### src/rtl/sync_fifo_resp.sv
// Single-clock byte FIFO answering a write/read-enable initiator.
// Occupancy is held in a counter; every status flag is a plain decode of it.
module sync_fifo_resp #(
  parameter int DATA_WIDTH = 8,
  parameter int DEPTH      = 8,
  parameter int ADDR_WIDTH = 3,
  parameter int AF_LEVEL   = 7,
  parameter int AE_LEVEL   = 1
) (
  input  logic                  clk,
  input  logic                  rst,
  input  logic                  wr_enb,
  input  logic [DATA_WIDTH-1:0] wr_data,
  input  logic                  rd_enb,
  output logic [DATA_WIDTH-1:0] rd_data,
  output logic                  fifo_full,
  output logic                  fifo_empty,
  output logic                  fifo_almost_full,
  output logic                  fifo_almost_empty,
  output logic                  fifo_overrun,
  output logic                  fifo_underrun,
  output logic [ADDR_WIDTH:0]   fifo_count
);

  localparam logic [ADDR_WIDTH:0] DEPTH_CNT = DEPTH[ADDR_WIDTH:0];
  localparam logic [ADDR_WIDTH:0] AF_CNT    = AF_LEVEL[ADDR_WIDTH:0];
  localparam logic [ADDR_WIDTH:0] AE_CNT    = AE_LEVEL[ADDR_WIDTH:0];

  logic [DATA_WIDTH-1:0] mem [DEPTH];
  logic [ADDR_WIDTH-1:0] wr_ptr;
  logic [ADDR_WIDTH-1:0] rd_ptr;
  logic [ADDR_WIDTH:0]   count;
  logic                  wr_ok;
  logic                  rd_ok;

  assign fifo_count        = count;
  assign fifo_full         = (count == DEPTH_CNT);
  assign fifo_empty        = (count == '0);
  assign fifo_almost_full  = (count >= AF_CNT) && !fifo_full;
  assign fifo_almost_empty = (count <= AE_CNT) && !fifo_empty;

  // A full FIFO still takes a write when a read frees a slot on the same edge.
  assign wr_ok = wr_enb && (!fifo_full || rd_enb);
  assign rd_ok = rd_enb && !fifo_empty;

  // Storage is never cleared; reset only blocks the write on that edge.
  always_ff @(posedge clk) begin
    if (wr_ok && !rst) mem[wr_ptr] <= wr_data;
  end

  always_ff @(posedge clk) begin
    if (rst) begin
      wr_ptr        <= '0;
      rd_ptr        <= '0;
      count         <= '0;
      rd_data       <= '0;
      fifo_overrun  <= 1'b0;
      fifo_underrun <= 1'b0;
    end else begin
      fifo_overrun  <= wr_enb && fifo_full && !rd_enb;
      fifo_underrun <= rd_enb && fifo_empty;
      if (wr_ok) wr_ptr <= wr_ptr + 1'b1;
      if (rd_ok) begin
        rd_ptr  <= rd_ptr + 1'b1;
        rd_data <= mem[rd_ptr];
      end
      case ({wr_ok, rd_ok})
        2'b10:   count <= count + 1'b1;
        2'b01:   count <= count - 1'b1;
        default: count <= count;
      endcase
    end
  end

endmodule

### config.mk
export PLATFORM = sky130hd
export DESIGN_NAME = sync_fifo_resp
export DESIGN_NICKNAME = d
export VERILOG_FILES = /design/src/rtl/sync_fifo_resp.sv
export SDC_FILE = /design/constraint.sdc
export NUM_CORES = 1
export LEC_CHECK = 0
export CELL_PAD_IN_SITES_DETAIL_PLACEMENT = 0
export CELL_PAD_IN_SITES_GLOBAL_PLACEMENT = 2
export CORE_UTILIZATION = 37
export DETAILED_ROUTE_END_ITERATION = 10
export MAX_ROUTING_LAYER = met4
export PLACE_DENSITY = 0.77
export SYNTH_ARGS = -nofsm -noshare
export SYNTH_HDL_FRONTEND = slang
export SYNTH_SLANG_ARGS = --single-unit
### constraint.sdc
create_clock -name clk -period 2.3 [get_ports clk]
set_input_delay 0.46 -clock clk [delete_from_list [all_inputs] [get_ports clk]]
set_output_delay 0.46 -clock clk [all_outputs]
set_load 0.05 [all_outputs]
==> results.json <==
{
  "cp.arrival_ns": 1.75,
  "p_sw_frac": 0.357,
  "crit_chain": "inv_2 > ha_2 > or3b_4 > buf_4 > inv_2 > buf_12",
  "final_common_cell": "edfxtp_1",
  "switchingPower_mw": 1.57,
  "h-tree-depth": 3,
  "hold_viol": 0,
  "wl_um": 6630,
  "clock.fmax_ghz": 0.452,
  "leakage_nw": 1.42,
  "drv_cap": 0,
  "worst_pin_slew_ns": 0.500,
  "power_frac_comb": 0.358,
  "grt_pass1_vias": 1974,
  "critPathMaxStageDelay_ns": 0.38,
  "die_area_mm2": 0.00952,
  "synth_seq_cells": 84,
  "num_vias": 1981,
  "cp-end-kind": "output port",
  "synth_nets": 245,
  "intPower_mw": 2.83,
  "path_max_fanout": 5,
  "die_w_um": 97.6,
  "drive_above_1_share": 0.206,
  "place_area_mm2": 0.00395,
  "path_common_cell": "inv_2",
  "die_h_um": 97.6,
  "yosysSeqAreaShare": 0.687,
  "wl_per_cell_um": 16.8,
  "fin_util": 0.474,
  "final_cell_area_mm2": 0.00415,
  "setup_viol": 0,
  "start_kind": "flip-flop",
  "synth.distinct_cells": 35,
  "gp_congestion": 0.767,
  "mostFrequentLayoutCells": "edfxtp_1 (64), mux2i_1 (33), buf_4 (28)",
  "fill_cells": 770,
  "drtIter0Drc": 77,
  "critPathKind": "reg -> out",
  "syn_area_mm2": 0.00338,
  "start_util": 0.386,
  "rsz0062_at_grt": "no",
  "antenna_cells": 0,
  "powerDensity_mw_per_mm2": 1060,
  "maxSlewViolCount": 0,
  "slew-limit-headroom": 0.665,
  "synthCells": 226,
  "finalCritPeriodShare": 0.961,
  "tritoncts": "yes",
  "p_clk_frac": 0.227,
  "route.detailed.drc": 0,
  "p_seq_frac": 0.415,
  "cts_inserted_buffers": 9,
  "postSynthAreaPerCell_um2": 15.0,
  "hold_buffers": 0,
  "layout_setup_ws_ns": 0.0892,
  "area_delta_synth_final_pct": 22.9,
  "post-place-ws_ns": -0.0482,
  "required_ns": 1.84,
  "dpl.hpwl_um": 4210,
  "finClkSkew_ns": 0.0115,
  "via_per_inst": 5.02,
  "clock-sinks": 84,
  "grt_max_degree": 20,
  "holdPathStages": 1,
  "grt_first_pass_wirelength_um": 10600,
  "ant_nets": 0,
  "holdCritPathClass": "reg -> reg",
  "cts_buffer_depth": 2,
  "yosysWarnings": 0,
  "slowest_stage": "or3b_4",
  "root_buffer": "clkbuf_8",
  "outcome": "completed",
  "core_area_mm2": 0.00876,
  "clock_latency_ns": 0.36,
  "dr.pass1.iters": 4,
  "place.port_buffers": 29,
  "reg2reg_depth": 10,
  "track_usage": 0.155,
  "power_mw": 4.40,
  "ir_worst_vdd_v": 0.000556,
  "ios": 30,
  "layout_min_cycle_time_ns": 2.21,
  "grt-ovfl-total": 0,
  "grt_antenna_before_repair": 0,
  "clkSlewWorstSetupHoldPaths_ns": 0.09,
  "rows": 34,
  "fin_nets": 301
}
final timing paths:
check / slack, ns / from / end
setup / recovery: 0.09 / fifo_count[1] / fifo_empty
hold / removal: 0.48 / rd_data[0] / rd_data[0]
setup reg to reg: 0.20 / fifo_count[1] / fifo_count[2]
hold reg to reg: 0.48 / rd_data[0] / rd_data[0]
state kept, by name, indices dropped and copies added (netlist names):
| register | cells |
|---|---|
| fifo_underrun | 1 |
| wr_ptr | 3 |
| fifo_overrun | 1 |
| mem | 64 |
| fifo_count | 4 |
| rd_data | 8 |
| rd_ptr | 3 |
cell usage after synthesis:
library cell | instances | area share
or3_1 | 1 | 0.0019
buf_6 | 1 | 0.0033
nand3b_1 | 1 | 0.0022
inv_2 | 1 | 0.0011
a21oi_2 | 1 | 0.0026
buf_2 | 2 | 0.0030
dfxtp_1 | 20 | 0.12
nor2b_1 | 2 | 0.0037
a21oi_4 | 1 | 0.0048
buf_1 | 3 | 0.0033
a22oi_1 | 16 | 0.036
nand2b_1 | 4 | 0.0074
a32o_1 | 7 | 0.021
xnor2_1 | 1 | 0.0026
a211oi_1 | 1 | 0.0022
nor2_1 | 18 | 0.020
buf_4 | 3 | 0.0067
nand4b_1 | 2 | 0.0052
nand2_1 | 7 | 0.0078
or3b_1 | 1 | 0.0026
o21ai_0 | 1 | 0.0015
a21oi_1 | 5 | 0.0074
mux2i_1 | 33 | 0.098
nor4_1 | 1 | 0.0019
or4b_1 | 1 | 0.0030
xor2_1 | 6 | 0.016
nand4bb_1 | 1 | 0.0033
nor2_2 | 1 | 0.0019
ha_1 | 7 | 0.026
and2_1 | 1 | 0.0019
nor3_1 | 2 | 0.0030
edfxtp_1 | 64 | 0.57
and3_1 | 1 | 0.0019
inv_1 | 4 | 0.0044
nand3_1 | 5 | 0.0074
cell families after synthesis:
logic type	Yosys count	synth area share
buffers and inverters	14	0.0218
xor gates and xnor gates	7	0.0181
DFF	84	0.687
AOI/OAI and AO/OA	32	0.0748
and+or+nand+nor	49	0.0748
muxes	33	0.0977
adders and majority gates	7	0.0259
layout make-up:
class | instances | area, um2 | share of cell area
clock buffers | 9 | 124 | 0.0298
multi-input cells | 128 | 998 | 0.240
repair buffers | 54 | 480 | 0.116
flip-flops and latches | 84 | 2330 | 0.562
clock inverters | 7 | 63.8 | 0.0154
well taps | 108 | 135 | 0.0325
inverters | 5 | 18.8 | 0.00452
critical path, delay by kind of cell, from the launching register on:
family / cells / cell delay [ns]
buffers and inverters: 4 / 0.46
AND/OR/NAND/NOR: 1 / 0.38
flip-flops: 1 / 0.37
adder cells (fa/ha/maj): 1 / 0.19
repair_timing:
item                                    4_1_cts  5_1_grt
resized for setup                             2        1
endpoints found under the setup margin        1        1
setup buffers                                 0        2
metrics by stage:
stage,TNS (ns),hold slack (ns),instances
CTS,0,0.487,393
floorplan,0,0.479,226
finish,0,0.479,395
global placement,0,0.451,377
detailed placement,-0.0482,0.463,377
global route,0,0.507,395
metal layers:
metal,vias up,routed length [um],share of wire,track usage
li1,973,-,-,-
met1,963,2970,0.45,0.193
met2,33,3270,0.49,0.242
met3,12,257,0.039,0.0446
met4,0,131,0.020,0.0577
met5,-,0,0,-
power groups by stage:
stage,Clock [mW],Combinational (mW),Sequential (mW)
finish,1.00,1.57,1.83
global placement,0,1.53,1.87
detailed placement,0,1.54,1.87
floorplan,0,0.844,2.09
global route,1.10,1.69,1.84
CTS,1.03,1.54,1.84
Power figures use the tool's default switching activity.
